<file path="src/rtl/riscv_ctrl_pkg.sv">
// Shared encodings for the multicycle RV32I control path:
// FSM states, opcodes, ALU and immediate-extender selects.
package riscv_ctrl_pkg;

    typedef enum logic [3:0] {
        S_FETCH,
        S_DECODE,
        S_MEMADR,
        S_MEMREAD,
        S_MEMWB,
        S_MEMWRITE,
        S_EXECR,
        S_EXECI,
        S_ALUWB,
        S_BEQ,
        S_JAL
    } state_t;

    localparam logic [6:0] OP_LOAD  = 7'b0000011;
    localparam logic [6:0] OP_STORE = 7'b0100011;
    localparam logic [6:0] OP_RTYPE = 7'b0110011;
    localparam logic [6:0] OP_ITYPE = 7'b0010011;
    localparam logic [6:0] OP_BEQ   = 7'b1100011;
    localparam logic [6:0] OP_JAL   = 7'b1101111;

    localparam logic [1:0] ALU_OP_ADD   = 2'b00;
    localparam logic [1:0] ALU_OP_SUB   = 2'b01;
    localparam logic [1:0] ALU_OP_FUNCT = 2'b10;

    localparam logic [2:0] ALU_ADD = 3'b000;
    localparam logic [2:0] ALU_SUB = 3'b001;
    localparam logic [2:0] ALU_AND = 3'b010;
    localparam logic [2:0] ALU_OR  = 3'b011;
    localparam logic [2:0] ALU_SLT = 3'b101;

    localparam logic [1:0] IMM_I = 2'b00;
    localparam logic [1:0] IMM_S = 2'b01;
    localparam logic [1:0] IMM_B = 2'b10;
    localparam logic [1:0] IMM_J = 2'b11;

    typedef struct packed {
        logic       mem_req;
        logic       mem_write;
        logic       adr_src;
        logic       ir_write;
        logic       pc_update;
        logic       branch;
        logic       reg_write;
        logic [1:0] result_src;
        logic [1:0] alu_src_a;
        logic [1:0] alu_src_b;
        logic [1:0] alu_op;
        logic       illegal;
        logic       retire;
    } ctrl_t;

    function automatic logic [1:0] imm_src_of(input logic [6:0] op);
        case (op)
            OP_STORE: return IMM_S;
            OP_BEQ:   return IMM_B;
            OP_JAL:   return IMM_J;
            default:  return IMM_I;
        endcase
    endfunction

    function automatic logic op_supported(input logic [6:0] op);
        return op inside {OP_LOAD, OP_STORE, OP_RTYPE,
                          OP_ITYPE, OP_BEQ, OP_JAL};
    endfunction

endpackage

</file>
<file path="src/rtl/multicycle_controller_alu_decoder.sv">
// Maps the FSM's coarse alu_op plus instruction
// function bits onto the ALU operation select.
module alu_decoder
    import riscv_ctrl_pkg::*;
(
    input  logic [1:0] alu_op,
    input  logic [2:0] funct3,
    input  logic       op5,
    input  logic       funct7b5,
    output logic [2:0] alu_control
);

    always_comb begin
        alu_control = ALU_ADD;
        case (alu_op)
            ALU_OP_SUB: alu_control = ALU_SUB;
            ALU_OP_FUNCT: begin
                case (funct3)
                    // only R-type has a sub; addi reuses funct7 bits as imm
                    3'b000:  alu_control = (op5 & funct7b5) ? ALU_SUB : ALU_ADD;
                    3'b010:  alu_control = ALU_SLT;
                    3'b110:  alu_control = ALU_OR;
                    3'b111:  alu_control = ALU_AND;
                    default: alu_control = ALU_ADD;
                endcase
            end
            default: alu_control = ALU_ADD;
        endcase
    end

endmodule

</file>
<file path="src/rtl/multicycle_controller.sv">
// Main control FSM of the multicycle RV32I core: sequences the
// shared datapath and handshakes with the cache on mem_ready.
module multicycle_controller
    import riscv_ctrl_pkg::*;
#(
    parameter int CNT_W = 32
) (
    input  logic             clk,
    input  logic             reset,
    input  logic [6:0]       op,
    input  logic [2:0]       funct3,
    input  logic             funct7b5,
    input  logic             zero,
    input  logic             mem_ready,
    output logic             mem_req,
    output logic             mem_write,
    output logic             adr_src,
    output logic             ir_write,
    output logic             pc_write,
    output logic             reg_write,
    output logic [1:0]       result_src,
    output logic [1:0]       alu_src_a,
    output logic [1:0]       alu_src_b,
    output logic [1:0]       imm_src,
    output logic [2:0]       alu_control,
    output logic             illegal,
    output logic [CNT_W-1:0] retired
);

    state_t           state_q;
    state_t           state_d;
    ctrl_t            ctrl;
    logic [2:0]       alu_ctrl;
    logic [CNT_W-1:0] retired_q;

    always_ff @(posedge clk) begin
        if (reset) begin
            state_q   <= S_FETCH;
            retired_q <= '0;
        end else begin
            state_q <= state_d;
            if (ctrl.retire)
                retired_q <= retired_q + CNT_W'(1);
        end
    end

    always_comb begin
        state_d = state_q;
        unique case (state_q)
            S_FETCH:    if (mem_ready) state_d = S_DECODE;
            S_DECODE: begin
                case (op)
                    OP_LOAD, OP_STORE: state_d = S_MEMADR;
                    OP_RTYPE:          state_d = S_EXECR;
                    OP_ITYPE:          state_d = S_EXECI;
                    OP_BEQ:            state_d = S_BEQ;
                    OP_JAL:            state_d = S_JAL;
                    default:           state_d = S_FETCH;
                endcase
            end
            S_MEMADR:   state_d = op[5] ? S_MEMWRITE : S_MEMREAD;
            S_MEMREAD:  if (mem_ready) state_d = S_MEMWB;
            S_MEMWB:    state_d = S_FETCH;
            S_MEMWRITE: if (mem_ready) state_d = S_FETCH;
            S_EXECR:    state_d = S_ALUWB;
            S_EXECI:    state_d = S_ALUWB;
            S_ALUWB:    state_d = S_FETCH;
            S_BEQ:      state_d = S_FETCH;
            S_JAL:      state_d = S_ALUWB;
            default:    state_d = S_FETCH;
        endcase
    end

    always_comb begin
        ctrl = '0;
        unique case (state_q)
            S_FETCH: begin
                ctrl.mem_req    = 1'b1;
                ctrl.alu_src_b  = 2'b10;
                ctrl.result_src = 2'b10;
                ctrl.ir_write   = mem_ready;
                ctrl.pc_update  = mem_ready;
            end
            S_DECODE: begin
                ctrl.alu_src_a = 2'b01;
                ctrl.alu_src_b = 2'b01;
                ctrl.illegal   = ~op_supported(op);
            end
            S_MEMADR: begin
                ctrl.alu_src_a = 2'b10;
                ctrl.alu_src_b = 2'b01;
            end
            S_MEMREAD: begin
                ctrl.mem_req = 1'b1;
                ctrl.adr_src = 1'b1;
            end
            S_MEMWB: begin
                ctrl.result_src = 2'b01;
                ctrl.reg_write  = 1'b1;
                ctrl.retire     = 1'b1;
            end
            S_MEMWRITE: begin
                ctrl.mem_req   = 1'b1;
                ctrl.mem_write = 1'b1;
                ctrl.adr_src   = 1'b1;
                ctrl.retire    = mem_ready;
            end
            S_EXECR: begin
                ctrl.alu_src_a = 2'b10;
                ctrl.alu_op    = ALU_OP_FUNCT;
            end
            S_EXECI: begin
                ctrl.alu_src_a = 2'b10;
                ctrl.alu_src_b = 2'b01;
                ctrl.alu_op    = ALU_OP_FUNCT;
            end
            S_ALUWB: begin
                ctrl.reg_write = 1'b1;
                ctrl.retire    = 1'b1;
            end
            S_BEQ: begin
                ctrl.alu_src_a = 2'b10;
                ctrl.alu_op    = ALU_OP_SUB;
                ctrl.branch    = 1'b1;
                ctrl.retire    = 1'b1;
            end
            S_JAL: begin
                ctrl.alu_src_a = 2'b01;
                ctrl.alu_src_b = 2'b10;
                ctrl.pc_update = 1'b1;
            end
            default: ctrl = '0;
        endcase
    end

    alu_decoder u_alu_decoder (
        .alu_op      (ctrl.alu_op),
        .funct3      (funct3),
        .op5         (op[5]),
        .funct7b5    (funct7b5),
        .alu_control (alu_ctrl)
    );

    // reset silences every output, including a pending cache request
    assign mem_req     = ~reset & ctrl.mem_req;
    assign mem_write   = ~reset & ctrl.mem_write;
    assign adr_src     = ~reset & ctrl.adr_src;
    assign ir_write    = ~reset & ctrl.ir_write;
    assign pc_write    = ~reset & (ctrl.pc_update | (ctrl.branch & zero));
    assign reg_write   = ~reset & ctrl.reg_write;
    assign result_src  = reset ? 2'b00 : ctrl.result_src;
    assign alu_src_a   = reset ? 2'b00 : ctrl.alu_src_a;
    assign alu_src_b   = reset ? 2'b00 : ctrl.alu_src_b;
    assign imm_src     = reset ? 2'b00 : imm_src_of(op);
    assign alu_control = reset ? 3'b000 : alu_ctrl;
    assign illegal     = ~reset & ctrl.illegal;
    assign retired     = reset ? '0 : retired_q;

endmodule

</file>
<file path="config.mk">
export PLATFORM = sky130hd
export DESIGN_NAME = multicycle_controller
export DESIGN_NICKNAME = d
export VERILOG_FILES = /design/src/rtl/riscv_ctrl_pkg.sv /design/src/rtl/multicycle_controller_alu_decoder.sv /design/src/rtl/multicycle_controller.sv
export SDC_FILE = /design/constraint.sdc
export NUM_CORES = 1
export LEC_CHECK = 0
export BUFFER_PORTS_ARGS = -buffer_cell sky130_fd_sc_hd__buf_2
export CORE_UTILIZATION = 56
export DETAILED_ROUTE_END_ITERATION = 6
export PLACE_DENSITY = 0.85
export SLEW_MARGIN = 0
export SYNTH_ARGS = -nofsm -noshare
export SYNTH_HDL_FRONTEND = slang
export SYNTH_SLANG_ARGS = --single-unit
</file>
<file path="constraint.sdc">
create_clock -name clk -period 5.1 [get_ports clk]
set_input_delay 0 -clock clk [delete_from_list [all_inputs] [get_ports clk]]
set_output_delay 0 -clock clk [all_outputs]
set_load 0.01 [all_outputs]
</file>
==> metrics.md, run 1 <==
| Metric | Value |
|---|---|
| Crit path capture type | `flip-flop` |
| Share of layout cells above drive strength 1 | `0.222` |
| Slowest stage delay, CP | `0.65 ns` |
| CTS tree | `built` |
| Synth unique cells | `44` |
| Compound-gate portion of the synthesized area | `0.104` |
| Post-Syn Area | `0.00234 mm^2` |
| Post-synth EDFFs | `0` |
| Gr usage total | `0.244` |
| Post-DP Area | `0.00264 mm^2` |
| RSZ-0062 raised after global routing | `no` |
| Layout Nets | `382` |
| Initial antenna violation count | `0` |
| Initial Util | `0.584` |
| Hpwl dp | `3.53 mm` |
| Reg clk slew, reported paths | `0.07 ns` |
| Drt drc | `0` |
| Status | `complete, no violations` |
| Final RePlAce weighted congestion | `0.848` |
| Clock Latency Late Sink | `0.28 ns` |
| Full die area | `0.00444 mm^2` |
| Required time worst endpoint | `5.27 ns` |
| Setup-failing EPs final | `0` |
| Crit Path Class | `reg2reg` |
| Mapped Nets | `330` |
| Drt pass-1 iters | `4` |
| Worst vdd ir | `0.150 mV` |
| Simple-gate portion of the synthesized area | `0.436` |
| CP Max Fanout | `21` |
| Core box area | `0.00400 mm^2` |
| Vias in the first global route | `1964` |
| CP delay by family, top | `simple AND/OR/NAND/NOR gates` |
| Die height | `66.6 um` |
| Launch point of the worst reg-to-reg path | `state_q[2]$_SDFFE_PP0P_` |
| Sequential cell area fraction in the yosys report | `0.308` |
| Final period util | `0.484` |
| Post_cts resized | `0` |
| Post-Synth Adder-Cell Area | `0.0161` |
| Mux cell area share after synthesis | `0.0112` |
| Slew @ Worst Pin | `0.733 ns` |
| Die Wd | `66.6 um` |
| Ys async rst share | `0` |
| P&R area growth vs syn | `17.6%` |
| Clock Tree Buf Depth | `2` |
| Root Buffer | `clkbuf_8` |
| Boundary Pins | `65` |
| Peak Freq | `405 MHz` |
| Most used DFF post-synth | `dfxtp_1` |
| Clock Skews | `0.00375 ns` |
| Final Hold Viols | `0` |
| 1st-iter DRT viols | `182` |
| Post-DR vias/cell | `5.54` |
| TritonCTS Sinks | `36` |
| CP Buf/Inv Count | `1` |
| Synth Instances | `312` |
| Worst min-delay path class | `in2reg` |
| Post-CTS Repair Setup Buffers | `0` |
| Rows | `23` |
| Slew Limit Fails | `0` |
| Synthesized area per cell | `7.49 um^2` |
| Number of synthesized register bits | `36` |
| First-pass GRT wire length | `8.54 mm` |
| Hold wc startpoint | `mem_ready` |
| WL final | `5.02 mm` |
| Setup TNS | `0 ns` |
| CTS HTree Levels | `2` |
| MaxCap Viol Count | `0` |
| Largest family of logic cells by synthesized area | `simple AND/OR/NAND/NOR gates` |
| IO buf count | `64` |
| Slowest-stage cell, CP | `dfxtp_1` |
| Synth Area in XOR/XNOR | `0.0712` |
| CTS buffer count | `5` |
| Inserted Diodes | `0` |
| Routed wire per std cell | `12.1 um` |
| Final instance area | `0.00275 mm^2` |
| Pwr Density | `208 mW/mm^2` |
| Leak | `1.12 nW` |
| Setup crit start | `state_q[2]$_SDFFE_PP0P_` |
| Setup crit start kind | `flip-flop` |
| Synth warn | `0` |
| Critical path cell sequence | `nor2b_1, a21oi_1, buf_4, or3_4, or3_1, mux2_4` |
| Largest net degree at the start of global routing | `81` |
| CTS Hold Bufs | `0` |
| Max_slew headroom | `0.511` |
| Post-route ant nets | `0` |
| Total grt overflow | `0` |
| Fin crit period | `2.47 ns` |
| WP data arrival | `2.64 ns` |
| Total number of vias | `2298` |
[area by class of cell]
type,count,area [um^2]
multi-input cells,247,1490
fillers,349,1250
flip-flops and latches,36,721
repair buffers,66,335
clock buffers,6,72.6
well taps,50,62.6
clock inverters,2,35.0
inverters,8,30.0
[state kept, by name, indices dropped and copies added, names as in the netlist]
register,flops
retired_q,32
state_q,4
[cell families after synthesis]
logic type,count (synthesis)
mux,2
compound gates,43
flops,36
xor+xnor,19
buf+inv,29
simple gates,180
fa+ha+maj,3
[cell usage after synthesis (2+ instances only)]
cell,count,area (um^2)
nor2_1,38,143
nor2b_1,38,238
dfxtp_1,36,721
nand2_1,23,86.3
xnor2_1,18,158
a21oi_1,16,80.1
o21ai_0,16,80.1
clkbuf_1,15,56.3
nor3_1,11,55.1
or3_1,10,62.6
nand3_1,9,45.0
inv_1,8,30.0
nor4_1,8,50.1
or4_1,7,52.6
nor4b_1,5,43.8
and4_1,4,35.0
nand2b_1,4,25.0
nor3b_1,4,30.0
and3_1,3,18.8
buf_1,3,11.3
ha_1,3,37.5
nand4_1,3,18.8
o31ai_1,3,22.5
a21boi_0,2,15.0
a31oi_1,2,12.5
and2_1,2,12.5
buf_6,2,22.5
nand3b_1,2,15.0
or3_4,2,22.5
[metal layers]
layer / share of wire / vias to the layer above / GRT usage
met2: 0.47 / 58 / 0.391
met3: 0.044 / 2 / 0.0531
met4: 0.0026 / 0 / 0.0691
met1: 0.48 / 1054 / 0.325
li1: - / 1184 / -
met5: 0 / - / 0
[layout by cell type, fill, tap and decap left out, drive strengths merged, types with 4 or more instances in the layout]
cell / count
nor3: 11
or3: 12
xnor2: 18
nor4b: 5
nor3b: 4
and4: 4
buf: 66
a21oi: 16
nand4: 4
dfxtp: 36
nand2b: 4
clkbuf: 6
o21ai: 16
nand3: 9
nor2: 38
nor2b: 38
nor4: 8
nand2: 23
or4: 7
inv: 8
[tightest hold or removal path: stages]
cell	delay, ns
buf_2	0.14
or3_1	0.12
a21oi_1	0.05
[path summary, 6_finish.rpt]
| path | end | slack, ns | cells past startpoint |
|---|---|---|---|
| min reg2reg | retired_q[26]$_SDFFE_PP0P_ | 0.51 | 2 |
| min | state_q[0]$_SDFFE_PP0P_ | 0.07 | 3 |
| max reg2reg | retired_q[24]$_SDFFE_PP0P_ | 2.63 | 6 |
| max | retired_q[24]$_SDFFE_PP0P_ | 2.63 | 6 |
[metrics by stage]
step	total power, mW	util	hold WS (ns)	instances	setup WS (ns)
5_1_grt	0.596	0.687	0.0727	415	2.48
3_5_place_dp	0.334	0.660	0.259	407	2.67
3_3_place_gp	0.333	0.660	0.251	407	2.72
6_report	0.571	0.687	0.0721	415	2.63
2_1_floorplan	0.317	-	0.0507	312	2.84
4_1_cts	0.578	0.687	0.0511	415	2.66
[report_power, final]
group	internal (mW)	switching, mW
combinational	0.0165	0.0267
clock	0.145	0.0980
sequential	0.282	0.00312
(Power assumes the default switching activity.)
==> run 2: changes to the inputs <==
--- a/config.mk
+++ b/config.mk
@@ -6,9 +6,9 @@
 export NUM_CORES = 1
 export LEC_CHECK = 0
 export BUFFER_PORTS_ARGS = -buffer_cell sky130_fd_sc_hd__buf_2
-export CORE_UTILIZATION = 56
+export CORE_UTILIZATION = 52
 export DETAILED_ROUTE_END_ITERATION = 6
-export PLACE_DENSITY = 0.85
+export PLACE_DENSITY = 0.8
 export SLEW_MARGIN = 0
 export SYNTH_ARGS = -nofsm -noshare
 export SYNTH_HDL_FRONTEND = slang
==> constraint.sdc (replaced) <==
create_clock -name clk -period 2.45 [get_ports clk]
set_input_delay 0 -clock clk [delete_from_list [all_inputs] [get_ports clk]]
set_output_delay 0 -clock clk [all_outputs]
set_load 0.01 [all_outputs]
==> metrics.md, run 2 (synthesis gave the netlist of run 1 again) <==
| Metric | Value |
|---|---|
| Status | `complete, no violations` |
| Peak Freq | `428 MHz (+5.6%)` |
| Max_slew headroom | `0.602 (+0.0906)` |
| Final RePlAce weighted congestion | `0.813 (-4.2%)` |
| CTS Hold Bufs | `0 (unchanged)` |
| Final period util | `0.954 (+0.470)` |
| Core box area | `0.00432 mm^2 (+8.1%)` |
| Initial antenna violation count | `0 (unchanged)` |
| Largest net degree at the start of global routing | `50 (-38%)` |
| Total number of vias | `2311 (+0.57%)` |
| RSZ-0062 raised after global routing | `no` |
| CTS tree | `built` |
| Drt pass-1 iters | `4 (unchanged)` |
| Root Buffer | `clkbuf_8` |
| Setup crit start kind | `flip-flop` |
| Clock Skews | `0.00439 ns (+0.000644 ns)` |
| 1st-iter DRT viols | `193 (+6.0%)` |
| GR Util met1 | `0.304 (-0.0212)` |
| Met3 Use GR | `0.0614 (+0.00832)` |
| Pwr Density | `386 mW/mm^2 (+86%)` |
| P&R area growth vs syn | `20.3%` |
| Final Hold Slack | `0.0442 ns (-0.0279 ns)` |
| Clock Latency Late Sink | `0.29 ns (about the same)` |
| Drt drc | `0 (unchanged)` |
| Gr usage total | `0.232 (-0.0123)` |
| Slew Limit Fails | `0 (unchanged)` |
| Fin crit period | `2.34 ns (-0.130 ns)` |
| Largest Register | `retired_q` |
| Hpwl dp | `3.80 mm (+7.8%)` |
| Commonest non-fill, non-tap cells in the layout | `buf_2 (64), nor2b_1 (38), nor2_1 (38), dfxtp_1 (36), nand2_1 (23)` |
| Reg clk slew, reported paths | `0.07 ns (about the same)` |
| Inserted Diodes | `0 (unchanged)` |
| Worst min-delay path class | `in2reg` |
| Fill cell count | `392 (+12%)` |
| WP data arrival | `2.52 ns (-0.12 ns)` |
| Setup-failing EPs final | `0 (unchanged)` |
| Most common cell after layout, fill and taps aside | `buf_2` |
| IO buf count | `64 (unchanged)` |
| Final core utilization | `0.650 (-0.0367)` |
| Rows | `24 (+4.3%)` |
| Post-CTS Repair Setup Buffers | `0 (unchanged)` |
| CTS buffer count | `5 (unchanged)` |
| Layout Nets | `392 (+2.6%)` |
| Crit path capture type | `flip-flop` |
| First-pass GRT wire length | `9.14 mm (+7.0%)` |
| Full die area | `0.00477 mm^2 (+7.4%)` |
| Met2 Resource Use GR | `0.372 (-0.0192)` |
| Die height | `69.0 um (+3.7%)` |
| WL final | `5.28 mm (+5.3%)` |
| Post-route ant nets | `0 (unchanged)` |
| Post-DR vias/cell | `5.42 (-2.0%)` |
| Die Wd | `69.0 um (+3.7%)` |
| Total grt overflow | `0 (unchanged)` |
| Reg2Reg Setup Slack | `0.11 ns (-2.52 ns)` |
| GR peak layer | `met2` |
| CP Max Fanout | `12 (-43%)` |
| Required time worst endpoint | `2.63 ns (-2.64 ns)` |
| Initial Util | `0.541 (-0.0438)` |
| Vias in the first global route | `2037 (+3.7%)` |
| Boundary Pins | `65 (unchanged)` |
| TritonCTS Sinks | `36 (unchanged)` |
| Largest regs | `retired_q: 32 flops, state_q: 4 flops` |
| Final Hold Viols | `0 (unchanged)` |
| Setup TNS | `0 ns (unchanged)` |
| Routed wire per std cell | `12.4 um (+2.5%)` |
| MaxCap Viol Count | `0 (unchanged)` |
| CTS HTree Levels | `2 (unchanged)` |
| Share of layout cells above drive strength 1 | `0.243 (+0.0214)` |
| Leak | `1.16 nW (+3.7%)` |
| Worst vdd ir | `0.291 mV (+93%)` |
| Largest register FFs | `32 (unchanged)` |
| Crit Path Class | `reg2reg` |
| Clock Tree Buf Depth | `2 (unchanged)` |
| Slew @ Worst Pin | `0.589 ns (-0.144 ns)` |
| Post_cts resized | `0 (unchanged)` |
run 2: cell types whose count changed in the layout (fill, tap and decap cells not counted), sizes merged:
cell | previous run | this run
buf | 66 | 76
bufinv | 1 | 0
run 2: power breakdown:
part           internal, mW  switching (mW)  total [mW]  leakage, nW
registers             0.587         0.00105       0.588        0.290
clock network         0.193           0.205       0.398       0.0410
logic                0.0386          0.0607      0.0993        0.833
run 2: final cells by class:
class / count / area, um^2 / share of cell area
Clock buffer: 6 / 72.6 / 0.0258
Clock inverter: 1 / 5.00 / 0.00178
Timing Repair Buffer: 76 / 423 / 0.150
Inverter: 8 / 30.0 / 0.0107
Tap cell: 52 / 65.1 / 0.0231
Multi-Input combinational cell: 247 / 1500 / 0.532
Sequential cell: 36 / 721 / 0.256
run 2: path summary, 6_finish.rpt:
| kind | end | depth (start not counted) | from |
|---|---|---|---|
| min | state_q[0]$_SDFFE_PP0P_ | 3 | mem_ready |
| max | retired_q[24]$_SDFFE_PP0P_ | 5 | retired_q[9]$_SDFFE_PP0P_ |
| min reg2reg | retired_q[29]$_SDFFE_PP0P_ | 2 | retired_q[29]$_SDFFE_PP0P_ |
| max reg2reg | retired_q[24]$_SDFFE_PP0P_ | 5 | retired_q[9]$_SDFFE_PP0P_ |
run 2: layer usage:
layer / vias up / part of all wire
met5: - / 0
met4: 0 / 0.012
met3: 6 / 0.046
met2: 56 / 0.47
met1: 1049 / 0.47
li1: 1200 / -
run 2: critical path, cell delays in order (launching register included):
cell	delay [ns]
dfxtp_1	0.40
nand4_2	0.16
or4_4	0.56
or3_4	0.45
or3_1	0.36
mux2_4	0.30
run 2: metrics by stage:
| stage | worst slack (ns) | area [um^2] | cells | total power [mW] |
|---|---|---|---|---|
| after floorplan | 0.190 | 2340 | 312 | 0.660 |
| after CTS | 0.0662 | 2810 | 426 | 1.10 |
| after global placement | 0.153 | 2730 | 419 | 0.699 |
| after global routing | 0.0149 | 2810 | 426 | 1.14 |
| final | 0.114 | 2810 | 426 | 1.09 |
| after detailed placement | 0.0726 | 2730 | 419 | 0.701 |
==> run 3: changes to the inputs <==
--- a/config.mk
+++ b/config.mk
@@ -5,10 +5,11 @@
 export SDC_FILE = /design/constraint.sdc
 export NUM_CORES = 1
 export LEC_CHECK = 0
+export ABC_AREA = 1
 export BUFFER_PORTS_ARGS = -buffer_cell sky130_fd_sc_hd__buf_2
-export CORE_UTILIZATION = 52
+export CORE_UTILIZATION = 55
 export DETAILED_ROUTE_END_ITERATION = 6
-export PLACE_DENSITY = 0.8
+export PLACE_DENSITY = 0.81
 export SLEW_MARGIN = 0
 export SYNTH_ARGS = -nofsm -noshare
 export SYNTH_HDL_FRONTEND = slang
==> metrics.md, run 3 <==
| Metric | Value |
|---|---|
| Routed wire per std cell | `11.4 um (-8.1%)` |
| Full die area | `0.00534 mm^2 (+12%)` |
| Synth warn | `0 (unchanged)` |
| Synthesized area per cell | `5.52 um^2 (-26%)` |
| Core box area | `0.00479 mm^2 (+11%)` |
| WP data arrival | `1.84 ns (-0.68 ns)` |
| Worst vdd ir | `0.224 mV (-23%)` |
| Final Hold Viols | `0 (unchanged)` |
| Boundary Pins | `65 (unchanged)` |
| Drt pass-1 iters | `4 (unchanged)` |
| Initial Util | `0.581 (+0.0404)` |
| TritonCTS Sinks | `36 (unchanged)` |
| Status | `complete, no violations` |
| WL final | `7.19 mm (+36%)` |
| Most common cell after layout, fill and taps aside | `nand2_1` |
| Reg clk slew, reported paths | `0.07 ns (about the same)` |
| CTS Hold Bufs | `0 (unchanged)` |
| Setup TNS | `0 ns (unchanged)` |
| Critical path cell sequence | `nand2_1, nor2_1, ha_1, nor2_1, nand2_1, nor3_1, buf_2` |
| Total grt overflow | `0 (unchanged)` |
| CTS tree | `built` |
| IO buf count | `64 (unchanged)` |
| Clock Tree Buf Depth | `2 (unchanged)` |
| Net Sw Frac | `0.257 (+0.0112)` |
| Final period util | `0.750 (-0.204)` |
| Share of layout cells above drive strength 1 | `0.160 (-0.0837)` |
| CTS buffer count | `5 (unchanged)` |
| Slew Limit Fails | `0 (unchanged)` |
| Peak Freq | `545 MHz (+27%)` |
| Post-DR vias/cell | `5.08 (-6.4%)` |
| Top post-synthesis cells by area | `dfxtp_1 (26%), nand2_1 (20%), nor2_1 (16%)` |
| Post-route ant nets | `0 (unchanged)` |
| Slowest stage delay, CP | `0.39 ns (-0.17 ns)` |
| Most used DFF post-synth | `dfxtp_1` |
| Max_slew headroom | `0.560 (-0.0419)` |
| Largest Register | `retired_q` |
| RSZ-0062 raised after global routing | `no` |
| Post-synth top area share | `0.259 (-0.0491)` |
| Mapped Nets | `522 (+58%)` |
| Total chip power | `1.10 mW (+1.1%)` |
| Largest net degree at the start of global routing | `70 (+40%)` |
| Reg2reg end | `retired_q[22]$_SDFFE_PP0P_` |
| Sequential cell area fraction in the yosys report | `0.259 (-0.0491)` |
| Setup crit start | `state_q[2]$_SDFFE_PP0P_` |
| Required time worst endpoint | `2.45 ns (-0.18 ns)` |
| CTS HTree Levels | `2 (unchanged)` |
| Initial antenna violation count | `0 (unchanged)` |
| Commonest cells in the synthesized netlist | `nand2_1 (149), nor2_1 (117), inv_1 (71)` |
| Commonest non-fill, non-tap cells in the layout | `nand2_1 (149), nor2_1 (117), inv_1 (71), buf_2 (64), dfxtp_1 (36)` |
| Ys async rst share | `0 (unchanged)` |
| Setup crit start kind | `flip-flop` |
| Clk pwr share | `0.368 (about the same)` |
| Fin crit period | `1.84 ns (-0.500 ns)` |
| Largest regs | `retired_q: 32 flops, state_q: 4 flops` |
| Total number of vias | `3205 (+39%)` |
| Post-Syn Area | `0.00278 mm^2 (+19%)` |
| Drt drc | `0 (unchanged)` |
| Leak | `1.39 nW (+19%)` |
| Synth Instances | `504 (+62%)` |
| R2R cell count | `8 (+3)` |
| Number of synthesized register bits | `36 (unchanged)` |
| Synth area leader | `dfxtp_1` |
| Rows | `25 (+4.2%)` |
| MaxCap Viol Count | `0 (unchanged)` |
| Slew @ Worst Pin | `0.660 ns (+0.0712 ns)` |
| Synth unique cells | `31 (-30%)` |
| Crit path capture type | `output port` |
| Switch Pwr | `282 uW (+5.7%)` |
| P&R area growth vs syn | `15.5%` |
| Pwr Density | `342 mW/mm^2 (-11%)` |
| Die Wd | `73.1 um (+5.9%)` |
| Worst min-delay path class | `in2reg` |
| Crit Path Class | `reg2out` |
| Inserted Diodes | `0 (unchanged)` |
| End of the critical path | `alu_control[2]` |
| Die height | `73.1 um (+5.9%)` |
| Layout Nets | `582 (+48%)` |
| Clock Latency Late Sink | `0.29 ns (about the same)` |
| Seq pwr share | `0.538 (-0.003)` |
| CP Max Fanout | `5 (-7)` |
| Final RePlAce weighted congestion | `0.909 (+12%)` |
| First-pass GRT wire length | `12.1 mm (+32%)` |
| Post-synth EDFFs | `0 (unchanged)` |
| Hpwl dp | `5.53 mm (+46%)` |
| Vias in the first global route | `2805 (+38%)` |
| Root Buffer | `clkbuf_8` |
| Clock Skews | `0.00465 ns (+0.000262 ns)` |
| Power Internal | `815 uW (-0.38%)` |
| Gate power share | `0.094 (+0.002)` |
| Top-count cell post-synth | `nand2_1` |
| Setup-failing EPs final | `0 (unchanged)` |
| 1st-iter DRT viols | `246 (+27%)` |
| Post_cts resized | `0 (unchanged)` |
| Launch point of the worst reg-to-reg path | `state_q[0]$_SDFFE_PP0P_` |
| Post-CTS Repair Setup Buffers | `0 (unchanged)` |
| Gr usage total | `0.288 (+0.0566)` |
| Reg2Reg Setup Slack | `0.69 ns (+0.58 ns)` |
| Slowest-stage cell, CP | `dfxtp_1` |
| Largest register FFs | `32 (unchanged)` |
[run 3: cell types whose count changed in the layout (fill, tap and decap cells not counted), sizes merged, moves of 5 or more]
cell   before  now
nor4        8    0
inv         8   74
nand2      23  151
buf        76   67
nor2       38  123
or4         7    0
nor4b       5    0
nor2b      38    0
or3        12    0
xnor2      18    0
nand3       9   29
a21oi      16   28
[run 3: cell type report]
type	count	area (um^2)
clock buffer	6	72.6
fill	449	1580
timing repair buffer	67	343
sequential	36	721
tap	67	83.8
inverter	74	278
multi-input combinational	380	1710
clock inverter	1	5.00
[run 3: cell families (layout without fill, tap and decap cells)]
family | Yosys count | in the layout | share of synthesized area
XOR/XNOR | 5 | 5 | 0.0158
flip-flops | 36 | 36 | 0.259
AND/OR/NAND/NOR | 319 | 319 | 0.477
AO/OA/AOI/OAI | 53 | 53 | 0.108
adder cells (fa/ha/maj) | 3 | 3 | 0.0135
buffers and inverters | 88 | 148 | 0.126
[run 3: metal layers]
| metal | vias up | wire length [um] | global-route usage |
|---|---|---|---|
| met2 | 109 | 3480 | 0.522 |
| met1 | 1414 | 3150 | 0.337 |
| li1 | 1669 | - | - |
| met4 | 0 | 172 | 0.107 |
| met3 | 13 | 387 | 0.0497 |
| met5 | - | 0 | 0 |
[run 3: per-stage QoR]
stage / hold slack [ns] / cells / setup WS (ns) / area, um^2 / utilization
floorplan: 0.0544 / 504 / 1.06 / 2780 / -
finish: 0.0717 / 631 / 0.614 / 3210 / 0.671
global placement: 0.251 / 624 / 0.806 / 3130 / 0.655
CTS: 0.0602 / 631 / 0.640 / 3210 / 0.671
global route: 0.0990 / 631 / 0.501 / 3210 / 0.671
detailed placement: 0.250 / 624 / 0.740 / 3130 / 0.655
[run 3: how the worst min path moves through the flow]
stage,startpoint,to,slack [ns],cells past startpoint
final,mem_ready,state_q[1]$_SDFFE_PP0P_,0.07,4
after global routing,mem_ready,state_q[1]$_SDFFE_PP0P_,0.1,4
after CTS,mem_ready,state_q[1]$_SDFFE_PP0P_,0.06,4
after detailed placement,funct3[2],alu_control[2],0.25,3
after global placement,funct3[2],alu_control[2],0.25,3
after floorplan,funct3[2],alu_control[2],0.05,1
[run 3: power by group through the flow]
stage,sequential [mW],clock (mW),combinational (mW)
detailed placement,0.604,0,0.102
global route,0.591,0.442,0.116
floorplan,0.603,0,0.0686
CTS,0.590,0.411,0.103
global placement,0.604,0,0.100
finish,0.591,0.404,0.103
[run 3: critical path, delay by kind of cell (launching register included)]
family	cells	cell delay (ns)
and+or+nand+nor	5	0.72
DFF	1	0.39
adders and majority gates	1	0.29
buffers and inverters	1	0.15
